<file path="config.mk">
export PLATFORM = sky130hd
export DESIGN_NAME = rldramii_dmaster_st_buffer_adt
export DESIGN_NICKNAME = d
export VERILOG_FILES = /design/src/rtl/rldramii_st_pkg.sv /design/src/rtl/rldramii_st_fifo_mem.sv /design/src/rtl/rldramii_dmaster_st_buffer_adt.sv
export SDC_FILE = /design/constraint.sdc
export NUM_CORES = 1
export LEC_CHECK = 0
export ABC_CLOCK_PERIOD_IN_PS = 2920
export CORE_MARGIN = 5
export CORE_UTILIZATION = 40
export DETAILED_ROUTE_END_ITERATION = 10
export GPL_ROUTABILITY_DRIVEN = 0
export PLACE_DENSITY = 0.69
export SYNTH_ARGS = -nofsm -noshare
export SYNTH_HDL_FRONTEND = slang
export SYNTH_HIERARCHICAL = 1
export SYNTH_SLANG_ARGS = --single-unit
</file>
<file path="constraint.sdc">
create_clock -name clk -period 2.92 [get_ports clk]
set_clock_uncertainty 0.1 [all_clocks]
set_input_delay 0.584 -clock clk [delete_from_list [all_inputs] [get_ports clk]]
set_output_delay 0.584 -clock clk [all_outputs]
set_load 0.01 [all_outputs]
</file>
<file path="src/rtl/rldramii_st_pkg.sv">
// Shared constants and helpers for the RLDRAMII DMA-master status stream adapter.
package rldramii_st_pkg;

  localparam int unsigned DEF_DATA_W = 8;
  localparam int unsigned DEF_DEPTH  = 4;

  function automatic int unsigned clog2(input int unsigned value);
    int unsigned bits;
    bits = 0;
    if (value > 1) begin
      for (int unsigned x = value - 1; x > 0; x = x >> 1) bits++;
    end
    return bits;
  endfunction

  localparam int unsigned PTR_W = clog2(DEF_DEPTH);
  localparam int unsigned LVL_W = clog2(DEF_DEPTH + 1);

endpackage

</file>
<file path="src/rtl/rldramii_st_fifo_mem.sv">
// DEPTH x DATA_W register file: synchronous write, asynchronous read.
module rldramii_st_fifo_mem #(
  parameter int unsigned DATA_W = 8,
  parameter int unsigned DEPTH  = 4,
  parameter int unsigned ADDR_W = 2
) (
  input  logic              clk,
  input  logic              wr_en,
  input  logic [ADDR_W-1:0] wr_addr,
  input  logic [DATA_W-1:0] wr_data,
  input  logic [ADDR_W-1:0] rd_addr,
  output logic [DATA_W-1:0] rd_data
);

  logic [DATA_W-1:0] mem [DEPTH];

  always_ff @(posedge clk) begin
    if (wr_en) mem[wr_addr] <= wr_data;
  end

  assign rd_data = mem[rd_addr];

endmodule

</file>
<file path="src/rtl/rldramii_dmaster_st_buffer_adt.sv">
// Avalon-ST timing adapter: buffers a non-stallable source against a backpressuring sink,
// reporting dropped beats through a sticky flag and a saturating counter.
module rldramii_dmaster_st_buffer_adt
  import rldramii_st_pkg::*;
#(
  parameter int unsigned DATA_W = DEF_DATA_W,
  parameter int unsigned DEPTH  = DEF_DEPTH,
  parameter int unsigned CNT_W  = 8
) (
  input  logic                          clk,
  input  logic                          reset_n,
  input  logic                          in_valid,
  input  logic [DATA_W-1:0]             in_data,
  output logic                          out_valid,
  output logic [DATA_W-1:0]             out_data,
  input  logic                          out_ready,
  output logic [clog2(DEPTH+1)-1:0]     level,
  output logic                          overflow,
  output logic [CNT_W-1:0]              drop_count,
  input  logic                          clr_overflow
);

  localparam int unsigned PTR_BITS = clog2(DEPTH);
  localparam int unsigned LVL_BITS = clog2(DEPTH + 1);
  localparam logic [LVL_BITS-1:0] LVL_FULL = LVL_BITS'(DEPTH);

  logic [PTR_BITS-1:0] wr_ptr;
  logic [PTR_BITS-1:0] rd_ptr;
  logic                full;
  logic                pop;
  logic                push;
  logic                drop;

  assign out_valid = (level != '0);
  assign full      = (level == LVL_FULL);
  assign pop       = out_valid & out_ready;
  // A pop frees a slot in the same edge, so a full FIFO still accepts the beat.
  assign push      = in_valid & (~full | pop);
  assign drop      = in_valid & full & ~pop;

  rldramii_st_fifo_mem #(
    .DATA_W (DATA_W),
    .DEPTH  (DEPTH),
    .ADDR_W (PTR_BITS)
  ) u_mem (
    .clk     (clk),
    .wr_en   (push),
    .wr_addr (wr_ptr),
    .wr_data (in_data),
    .rd_addr (rd_ptr),
    .rd_data (out_data)
  );

  always_ff @(posedge clk or negedge reset_n) begin
    if (!reset_n) begin
      wr_ptr <= '0;
      rd_ptr <= '0;
      level  <= '0;
    end else begin
      if (push) wr_ptr <= wr_ptr + 1'b1;
      if (pop)  rd_ptr <= rd_ptr + 1'b1;
      case ({push, pop})
        2'b10:   level <= level + 1'b1;
        2'b01:   level <= level - 1'b1;
        default: level <= level;
      endcase
    end
  end

  // A drop coincident with a clear wins: the clear restarts counting from this drop.
  always_ff @(posedge clk or negedge reset_n) begin
    if (!reset_n) begin
      overflow   <= 1'b0;
      drop_count <= '0;
    end else if (clr_overflow) begin
      overflow   <= drop;
      drop_count <= drop ? CNT_W'(1) : '0;
    end else if (drop) begin
      overflow <= 1'b1;
      if (!(&drop_count)) drop_count <= drop_count + 1'b1;
    end
  end

endmodule

</file>
==> summary.md <==
| Metric | Value |
|---|---|
| Status | `finished, final reports clean` |
| ANT nets after route | `0` |
| Hold Fails Final Rpt | `0` |
| WS Path Type | `flop to output port` |
| Clk slew on worst S/H paths | `0.08 ns` |
| Pwr/cell area | `842.9 nW/um^2` |
| Max Clk Rate | `381.6 MHz` |
| Distinct cell type count after synthesis | `30` |
| WL final | `3.629 mm` |
| Yosys top cell area share | `0.4800` |
| Max-Cap Viols | `0` |
| Asr flop ratio synth | `0.3333` |
| Final setup viols | `0` |
| Clock tree buffer depth | `2` |
| Setup Slack @ Placement | `0.02326 ns` |
| Rel. slew slack | `0.5162` |
| Worst-skew pair later-pin latency | `0.29 ns` |
| Port Buffers | `33` |
| Starting Density | `0.4183` |
| Worst setup SP type | `flop` |
| Tmin final | `2.620 ns` |
| Register bit total from synthesis | `48` |
| Ports | `34` |
| Total GRT Usage | `0.1222` |
| Core area | `4786 sq um` |
| Antenna diodes | `0` |
| Initial drt markers | `56` |
| Die Width | `80.75 um` |
| CP Max Fanout | `8` |
| Filler cells | `421` |
| Final net count | `177` |
| First-pass GRT wire length | `6.106 mm` |
| Post_cts resized | `0` |
| GR Overflow Total | `0` |
| CTS Root Cell | `clkbuf_8` |
| Layout cells sized above 1 | `0.1173` |
| Cells after Synth | `122` |
| CTS tree | `done` |
| Fin worst setup slack | `0.2998 ns` |
| CTS Sinks | `48` |
| Setup TNS | `0 ns` |
| Chip height | `80.75 um` |
| Rows | `25` |
| Peak VDD IR | `499.3 uV` |
| TritonRoute pass-1 iters | `4` |
| Hold Crit Class | `flop to flop` |
| Num CTS Buffers | `5` |
| Post-CTS setup buffers | `0` |
| Post-synth net total | `138` |
| Die area | `6520 sq um` |
| Vias in the first global route | `1,287` |
| Worst slew pin tran | `0.7234 ns` |
| Leakage | `0.8800 nW` |
| Avg WL per Cell | `15.85 um` |
| Count of flip-flops with a built-in enable after synthesis | `32` |
| Endpoint class of the critical path | `output port` |
| Dpl cells | `221` |
| Post-Layout Cell Count | `229` |
| Synthesized cell area | `2002 sq um` |
| Worst Path Required | `2.24 ns` |
| Slew Limit Fails | `0` |
| Pin count of the biggest net entering global routing | `17` |
| Cell taking the most area after synthesis | `edfxtp_1` |
| Detailed-placement wirelength estimate | `2.518 mm` |
| DR vias | `1,163` |
| Yosys warnings | `6` |
| Reg area | `1361 sq um` |
| Seq/Total Area, Yosys | `0.6800` |
| Fin crit share | `0.8973` |
| RSZ-0062 raised after global routing | `no` |
| Top post-synthesis cells by area | `edfxtp_1 (48%), dfrtp_1 (20%), mux4_2 (9.0%)` |
| Initial antenna violation count | `0` |
| DRC errors left | `0` |
| Hold Buf Count CTS | `0` |
| Layout overhead on the synthesized area | `24.31%` |
| Area occupied by multi-input gates | `586.8 sq um` |
| H-tree levels | `2` |
| Arrival time worst endpoint | `1.94 ns` |
| Vias per cell | `5.079` |
| Prevailing post-synth register cell | `edfxtp_1` |
| Synth Area per Inst | `16.41 sq um` |
==> through the flow <==
step                      total power, mW  hold WS (ns)    util  cell area, sq um
after floorplan                     1.414        0.1884       -              2002
after global placement              1.716        0.3805  0.5030              2407
after detailed placement            1.758        0.4080  0.5030              2407
after CTS                           2.134        0.4197  0.5200              2489
after global routing                2.227        0.4333  0.5200              2489
final                               2.098        0.4068  0.5200              2489
==> critical path, stage by stage, from the launching register on <==
cell and delay [ns]:
dfrtp_1 0.39, buf_4 0.23, mux4_2 0.52, clkdlybuf4s50_1 0.50
==> synthesized netlist by cell type (2+ instances only) <==
| library cell | instances |
|---|---|
| o21ai_0 | 5 |
| nand2_1 | 6 |
| xor2_1 | 3 |
| buf_6 | 2 |
| nand3_1 | 5 |
| or4_1 | 3 |
| a21oi_1 | 6 |
| ha_1 | 2 |
| or3_1 | 4 |
| nor2_1 | 2 |
| mux4_2 | 8 |
| xnor2_1 | 4 |
| inv_1 | 6 |
| edfxtp_1 | 32 |
| and3b_1 | 2 |
| dfrtp_1 | 16 |
| o31ai_1 | 3 |
==> worst paths after layout <==
kind                                       startpoint                   endpoint  slack, ns  depth (start not counted)
worst max register to register   level[1]$_DFFE_PN0P_       level[2]$_DFFE_PN0P_       0.63                          8
min in group asynchronous                     reset_n  drop_count[1]$_DFFE_PN0P_       0.62                          1
worst min-delay path            rd_ptr[0]$_DFFE_PN0P_      rd_ptr[0]$_DFFE_PN0P_       0.41                          1
max in group asynchronous                     reset_n      wr_ptr[1]$_DFFE_PN0P_       1.64                          1
worst max-delay path            rd_ptr[0]$_DFFE_PN0P_                out_data[4]       0.30                          3
worst min register to register  rd_ptr[0]$_DFFE_PN0P_      rd_ptr[0]$_DFFE_PN0P_       0.41                          1
==> routing by layer <==
metal | GRT usage | part of all wire | vias to the layer above | wire length (um)
met2 | 0.2177 | 0.51 | 34 | 1860
met4 | 0.03041 | 0.0047 | 0 | 17
met5 | 0 | 0 | - | 0
li1 | - | - | 543 | -
met1 | 0.1490 | 0.43 | 584 | 1543
met3 | 0.02993 | 0.057 | 2 | 208
==> placed cells by master (no fill, tap or decap) <==
master,count
clkinv_2,1
inv_1,6
edfxtp_1,32
clkbuf_8,5
o211ai_1,1
and3b_1,2
nor3b_1,1
or4_1,3
xor2_1,3
o21ai_0,5
o211ai_4,1
xnor2_1,4
mux2i_1,1
nand2b_1,1
nand3b_1,1
clkbuf_1,2
and2_1,1
mux4_2,8
nand3_1,5
ha_1,2
and3_1,1
nand2_1,6
nor2_1,2
clkdlybuf4s50_1,33
buf_4,3
o31ai_1,3
dfrtp_1,16
nor4b_4,1
a21oi_1,6
or3_1,4
fa_1,1
nand4_1,1
==> flip-flops by register name, summed over array words and instances (netlist names) <==
| name | count |
|---|---|
| u_mem/mem | 32 |
| drop_count | 8 |
| level | 3 |
| overflow | 1 |
| wr_ptr | 2 |
| rd_ptr | 2 |
==> layout make-up <==
| cell class | count | share of cell area |
|---|---|---|
| Inverter | 6 | 0.009050 |
| Timing Repair Buffer | 36 | 0.1418 |
| Clock buffer | 7 | 0.03067 |
| Tap cell | 67 | 0.03369 |
| Clock inverter | 1 | 0.002011 |
| Multi-Input combinational cell | 64 | 0.2358 |
| Sequential cell | 48 | 0.5470 |
==> where the power goes <==
group	total [mW]	internal (mW)	leakage (nW)	switching, mW
Clock	0.371	0.168	0.0422	0.202
Sequential	0.997	0.883	0.501	0.114
Combinational	0.730	0.422	0.337	0.308
==> logic make-up after synthesis <==
family,Yosys count,share of synthesized area
flops,48,0.6800
simple gates,29,0.09188
buf+inv,10,0.02687
compound gates,16,0.05312
mux,9,0.09500
xor+xnor,7,0.03063
fa+ha+maj,3,0.02250
Note: power is estimated with default switching activity, not from simulation.
